$ cat config.mk
export PLATFORM = sky130hd
export DESIGN_NAME = imem_loader
export DESIGN_NICKNAME = d
export VERILOG_FILES = /design/src/rtl/imem_loader_pkg.sv /design/src/rtl/imem_loader_ram.sv /design/src/rtl/imem_loader.sv
export SDC_FILE = /design/constraint.sdc
export NUM_CORES = 1
export LEC_CHECK = 0
export ABC_AREA = 1
export CAP_MARGIN = 40
export CORE_AREA = 2 2 339 341
export DETAILED_ROUTE_END_ITERATION = 16
export DIE_AREA = 0 0 341 343
export SKIP_LAST_GASP = 1
export SYNTH_ARGS = -nofsm -noshare
export SYNTH_HDL_FRONTEND = slang
export SYNTH_SLANG_ARGS = --single-unit
$ cat constraint.sdc
create_clock -name clk -period 3.85 [get_ports clk]
set_input_delay 0.77 -clock clk [delete_from_list [all_inputs] [get_ports clk]]
set_output_delay 0.77 -clock clk [all_outputs]
set_load 0.02 [all_outputs]
$ cat src/rtl/imem_loader_pkg.sv
// -----------------------------------------------------------------------------
// imem_loader_pkg
// Constants and types used by the instruction-memory loader and the CPU
// controller.
//   FILL_WORD      : word returned for any address that holds no loaded code.
//                    It encodes "branch-if-equal r0,r0 to self", so a CPU that
//                    runs off the end of the program parks in a tight loop.
//   loader_state_t : loader FSM state encoding.
//   OP_*           : 4-bit major opcodes held in instruction bits [15:12].
// -----------------------------------------------------------------------------
package imem_loader_pkg;

    localparam int WORD_W = 16;

    // Major opcodes in instruction[15:12].
    localparam logic [3:0] OP_ADD  = 4'h0;
    localparam logic [3:0] OP_SUB  = 4'h1;
    localparam logic [3:0] OP_AND  = 4'h2;
    localparam logic [3:0] OP_OR   = 4'h3;
    localparam logic [3:0] OP_LDI  = 4'h4;
    localparam logic [3:0] OP_JMP  = 4'h5;
    localparam logic [3:0] OP_BEQ  = 4'h6;
    localparam logic [3:0] OP_NOP  = 4'hF;

    // BEQ r0,r0 with a zero offset: branches to itself forever.
    localparam logic [WORD_W-1:0] FILL_WORD = {OP_BEQ, 12'h000};

    typedef enum logic [1:0] {
        IDLE    = 2'd0,
        LOAD_LO = 2'd1,
        LOAD_HI = 2'd2,
        RUN     = 2'd3
    } loader_state_t;

    // True when a word is the parking instruction.
    function automatic logic is_fill(input logic [WORD_W-1:0] word);
        return word == FILL_WORD;
    endfunction

endpackage

$ cat src/rtl/imem_loader_ram.sv
// -----------------------------------------------------------------------------
// imem_ram
// DEPTH x 16 instruction storage: synchronous single-port write, asynchronous
// read. Contents are never cleared; the loader decides which words are
// visible to the CPU.
// Ports:
//   clk   : write clock
//   we    : write enable
//   waddr : write address
//   wdata : write data
//   raddr : read address (combinational read)
//   rdata : read data
// -----------------------------------------------------------------------------
module imem_ram
    import imem_loader_pkg::*;
#(
    parameter int DEPTH = 64
) (
    input  logic                       clk,
    input  logic                       we,
    input  logic [$clog2(DEPTH)-1:0]   waddr,
    input  logic [WORD_W-1:0]          wdata,
    input  logic [$clog2(DEPTH)-1:0]   raddr,
    output logic [WORD_W-1:0]          rdata
);

    logic [WORD_W-1:0] mem [DEPTH];

    always_ff @(posedge clk) begin
        if (we) begin
            mem[waddr] <= wdata;
        end
    end

    assign rdata = mem[raddr];

endmodule

$ cat src/rtl/imem_loader.sv
// -----------------------------------------------------------------------------
// imem_loader
// Receives a program as a little-endian byte stream, assembles 16-bit words
// into imem_ram and then releases the CPU controller to run from it.
// Ports:
//   clk, rst    : clock, asynchronous active-high reset
//   load_start  : pulse, starts a new load (wins over everything else)
//   load_end    : pulse, ends the load and releases the CPU
//   rx_data     : program byte, low byte of each word first
//   rx_valid    : rx_data valid
//   rx_ready    : loader accepts rx_data this cycle
//   pc          : CPU instruction word address
//   instruction : mem[pc] when running and pc is inside the program, else FILL_WORD
//   cpu_rst     : registered CPU reset, low only while running
//   word_count  : words written since load_start, saturating at DEPTH
//   overflow    : sticky, a word arrived while memory was full
// -----------------------------------------------------------------------------
module imem_loader
    import imem_loader_pkg::*;
#(
    parameter int DEPTH = 64
) (
    input  logic                     clk,
    input  logic                     rst,
    input  logic                     load_start,
    input  logic                     load_end,
    input  logic [7:0]               rx_data,
    input  logic                     rx_valid,
    output logic                     rx_ready,
    input  logic [15:0]              pc,
    output logic [15:0]              instruction,
    output logic                     cpu_rst,
    output logic [$clog2(DEPTH):0]   word_count,
    output logic                     overflow
);

    localparam int AW = $clog2(DEPTH);
    localparam int CW = AW + 1;
    localparam logic [CW-1:0] FULL_COUNT = CW'(DEPTH);

    loader_state_t   state_reg, state_next;
    logic [7:0]      low_byte_reg, low_byte_next;
    logic [CW-1:0]   word_count_reg, word_count_next;
    logic            overflow_reg, overflow_next;
    logic            cpu_rst_reg, cpu_rst_next;

    logic            loading;
    logic            xfer;
    logic            mem_we;
    logic [AW-1:0]   mem_waddr;
    logic [15:0]     mem_wdata;
    logic [15:0]     mem_rdata;
    logic [15:0]     word_count_ext;
    logic            pc_visible;

    // A byte is never taken in a cycle that carries a control pulse, so a
    // pulse cannot race a half-finished word.
    assign loading  = (state_reg == LOAD_LO) || (state_reg == LOAD_HI);
    assign rx_ready = loading && !load_end && !load_start;
    assign xfer     = rx_valid && rx_ready;

    always_comb begin
        state_next      = state_reg;
        low_byte_next   = low_byte_reg;
        word_count_next = word_count_reg;
        overflow_next   = overflow_reg;
        mem_we          = 1'b0;
        mem_waddr       = word_count_reg[AW-1:0];
        mem_wdata       = {rx_data, low_byte_reg};

        if (load_start) begin
            state_next      = LOAD_LO;
            low_byte_next   = '0;
            word_count_next = '0;
            overflow_next   = 1'b0;
        end else begin
            case (state_reg)
                IDLE: begin
                    // load_end alone does nothing until a load has begun.
                end
                LOAD_LO: begin
                    if (load_end) begin
                        state_next = RUN;
                    end else if (xfer) begin
                        low_byte_next = rx_data;
                        state_next    = LOAD_HI;
                    end
                end
                LOAD_HI: begin
                    if (load_end) begin
                        // The held low byte is simply abandoned.
                        state_next    = RUN;
                        low_byte_next = '0;
                    end else if (xfer) begin
                        state_next = LOAD_LO;
                        if (word_count_reg == FULL_COUNT) begin
                            overflow_next = 1'b1;
                        end else begin
                            mem_we          = 1'b1;
                            word_count_next = word_count_reg + CW'(1);
                        end
                    end
                end
                RUN: begin
                    // Only load_start (handled above) or rst leave RUN.
                end
                default: begin
                    state_next = IDLE;
                end
            endcase
        end

        // Release the CPU only once the FSM has already sat in RUN for an
        // edge, and re-assert it on the same edge that leaves RUN.
        cpu_rst_next = !((state_reg == RUN) && (state_next == RUN));
    end

    always_ff @(posedge clk or posedge rst) begin
        if (rst) begin
            state_reg      <= IDLE;
            low_byte_reg   <= '0;
            word_count_reg <= '0;
            overflow_reg   <= 1'b0;
            cpu_rst_reg    <= 1'b1;
        end else begin
            state_reg      <= state_next;
            low_byte_reg   <= low_byte_next;
            word_count_reg <= word_count_next;
            overflow_reg   <= overflow_next;
            cpu_rst_reg    <= cpu_rst_next;
        end
    end

    imem_ram #(
        .DEPTH (DEPTH)
    ) u_ram (
        .clk   (clk),
        .we    (mem_we),
        .waddr (mem_waddr),
        .wdata (mem_wdata),
        .raddr (pc[AW-1:0]),
        .rdata (mem_rdata)
    );

    // The full 16-bit pc is compared, so addresses past DEPTH cannot alias
    // back onto low memory through the truncated RAM address.
    assign word_count_ext = {{(16-CW){1'b0}}, word_count_reg};
    assign pc_visible     = (state_reg == RUN) && (pc < word_count_ext);
    assign instruction    = pc_visible ? mem_rdata : FILL_WORD;

    assign cpu_rst    = cpu_rst_reg;
    assign word_count = word_count_reg;
    assign overflow   = overflow_reg;

endmodule

==> key figures <==
Die
  – Die area: 117000 sq um
  – Die Ht: 343 microns
  – Io pins: 55
  – Die width: 341 microns
  – Initial Util: 39.7%
  – CORE AREA: 113000 sq um
  – Rows: 124

Synthesis
  – Synth Register Bits: 1043
  – Post-synth ARST share: 1.82%
  – YS warnings: 0
  – Synthesized area: 45100 sq um
  – Syn nets: 4274
  – Post-synth EDFFs: 1024
  – Sequential fraction of the synthesis area: 69.3%
  – Mapped Cells: 4234
  – Avg Cell Area, Syn: 10.6 sq um
  – Synth cell types: 37
  – Prevailing post-synth register cell: edfxtp_1

STA
  – Final setup vio count: 0
  – Fmax: 266 MHz
  – Worst-margin pin slew: 917 ps
  – Final setup margin: 92.8 ps
  – Slew HR: 38.8%
  – Tcrit/Tclk final: 97.6%
  – Hold violation total from the final report: 0
  – Setup TNS: 0 ps
  – RSZ-0062 raised after global routing: no
  – Max Slew Vio Count: 0
  – Worst Clk Skew: 31.2 ps
  – Post-route minimum period: 3760 ps

Placed design
  – Post-DP HPWL: 77.1 mm
  – Gp weighted congestion: 0.846
  – Port Buffer Count: 54
  – Pre-CTS WS: -249 ps
  – Inst Count DP: 5884
  – Post-DP Area: 49300 sq um

Final layout
  – Synthesis-to-layout area growth: 17.0%
  – Max FFs per register: 1024
  – Non-filler cells, final: 6075
  – Final instance area: 52700 sq um
  – FILL cells: 10200
  – Fraction of layout cells with a size suffix above 1: 13.6%
  – Most common cell after layout, fill and taps aside: nand2_1
  – Most frequent cells in the layout: 1320 x nand2_1, 1024 x edfxtp_1, 813 x nand3_1, 543 x inv_1, 258 x buf_4
  – Fin nets: 4518
  – Antenna Cells: 0

Worst setup path
  – Worst path required time: 3080 ps
  – CP bufs+invs: 6
  – Crit-path max cell delay: 280 ps
  – Critical path's top delay family: simple AND/OR/NAND/NOR gates
  – Cell mode on critical path: nand3_1
  – CP max stage cell: nand3_1
  – Kind of critical path: in -> out
  – Cells along the critical path: buf_8, buf_12, buf_4, buf_4, nand2_1, nand3_1, nand3_1, nand3_1, nand3_1, nand3_1, nand2_1, nor2_1, buf_4, buf_4
  – Crit start category: primary input
  – Setup crit end kind: output pin
  – Critical path fanouts, max: 16
  – WP data arrival: 2990 ps

Run
  – Max Cap Viol: 0

Route
  – DRC Markers: 0
  – Antenna viol nets, final: 0
  – Routed WL per cell: 20.2 microns
  – Initial drt markers: 2834
  – Total wire length: 123 mm
  – Pre-Repair DR Iteration Count: 5
  – Routed via count: 30400
  – Via density: 5.00

Pwr
  – PD cells: 490 nW/um^2
  – Worst vdd ir: 370 uV
  – Lkg Pwr: 21.5 nW

CTS
  – Clk Latency, worst-skew pair: 670 ps
  – CTS H-tree lvls: 3
  – CTS Buffer Depth: 3
  – Inserted Clock Buffers: 103
  – Clock input transition at the sequential cells of the worst setup and hold paths: 60 ps
  – CTS tree: done
  – CTS sink count: 1043
  – Root Buffer Master: clkbuf_16

Global route
  – First-pass GRT wire length: 183 mm
  – Met3 usage: 3.92%
  – Pin count of the biggest net entering global routing: 69
  – Number of global-route vias before repair: 29400
  – Initial antenna violation count: 5
  – Grt total ovfl: 0
  – Peak-usage layer in the global routing report: met2
  – Total GRT Usage: 20.8%
  – Met1 Use GR: 28.1%
  – GR Util met2: 33.9%

Min path
  – Hold Crit Class: in -> reg

Run status
  – Outcome: complete, no violations
[kinds of logic after synthesis]
logic type | Yosys count | synth area share [%]
adder cells (fa/ha/maj) | 11 | 0.305
buffers and inverters | 776 | 7.26
XOR/XNOR | 2 | 0.0389
flip-flops | 1043 | 69.3
AO/OA/AOI/OAI | 35 | 0.505
AND/OR/NAND/NOR | 2367 | 22.6
[cell usage after synthesis, drive strengths merged (9+ instances only)]
cell type / number / area (sq um)
inv: 551 / 2070
o21ai: 20 / 100
ha: 11 / 138
a21oi: 9 / 56.3
clkbuf: 60 / 228
or2: 95 / 594
edfxtp: 1024 / 30700
buf: 164 / 971
dfrtp: 18 / 450
nor2: 125 / 479
nand2: 1324 / 4980
nand3: 816 / 4090
[per-layer routing]
metal	share of wire, %	routed length (microns)	up-vias
met2	47	57600	1104
met4	3.0	3660	2
met1	42	51700	14600
li1	-	-	14500
met5	0.0098	12	-
met3	8.1	9990	196
[report_power, final]
part / internal, mW / leakage, nW / total [mW] / switching (mW)
Combinational: 0.699 / 10.3 / 2.38 / 1.68
Clock: 5.76 / 1.60 / 10.0 / 4.24
Sequential: 13.1 / 9.51 / 13.4 / 0.306
Total: 19.6 / 21.5 / 25.8 / 6.22
[per-stage QoR]
stage | hold slack, ps | utilization, % | power, mW
global route | 521 | 46.5 | 26.6
detailed placement | 516 | 43.5 | 16.1
CTS | 504 | 46.5 | 26.0
global placement | 521 | 43.3 | 15.9
finish | 527 | 46.5 | 25.8
floorplan | 550 | - | 14.7
[path summary, 6_finish.rpt]
path / cells past startpoint / slack (ps) / end / startpoint
worst max-delay path: 14 / 90 / instruction[9] / pc[0]
worst min-delay path: 1 / 530 / u_ram.mem[14][10] / rx_data[2]
worst max register to register: 11 / 850 / u_ram.mem[44][2] / state_reg[0]
worst min register to register: 2 / 540 / overflow / overflow
max in group asynchronous: 2 / 2750 / low_byte_reg[2] / rst
min in group asynchronous: 2 / 540 / state_reg[1] / rst
[layout make-up]
type | instances | area [sq um] | share of cell area [%]
Inverter | 552 | 2090 | 3.96
Tap cell | 1512 | 1890 | 3.59
Clock buffer | 123 | 2720 | 5.15
Timing Repair Buffer | 363 | 3550 | 6.73
Sequential cell | 1043 | 31200 | 59.3
Clock inverter | 67 | 631 | 1.20
Multi-Input combinational cell | 2415 | 10600 | 20.1
[timing repair]
item                                    CTS  global route
hold buffers                              0             0
hold endpoints to repair                  0             0
buffers inserted                          1             0
endpoints found under the setup margin   16            13
resized for setup                        27             6
Power figures use the tool's default switching activity.
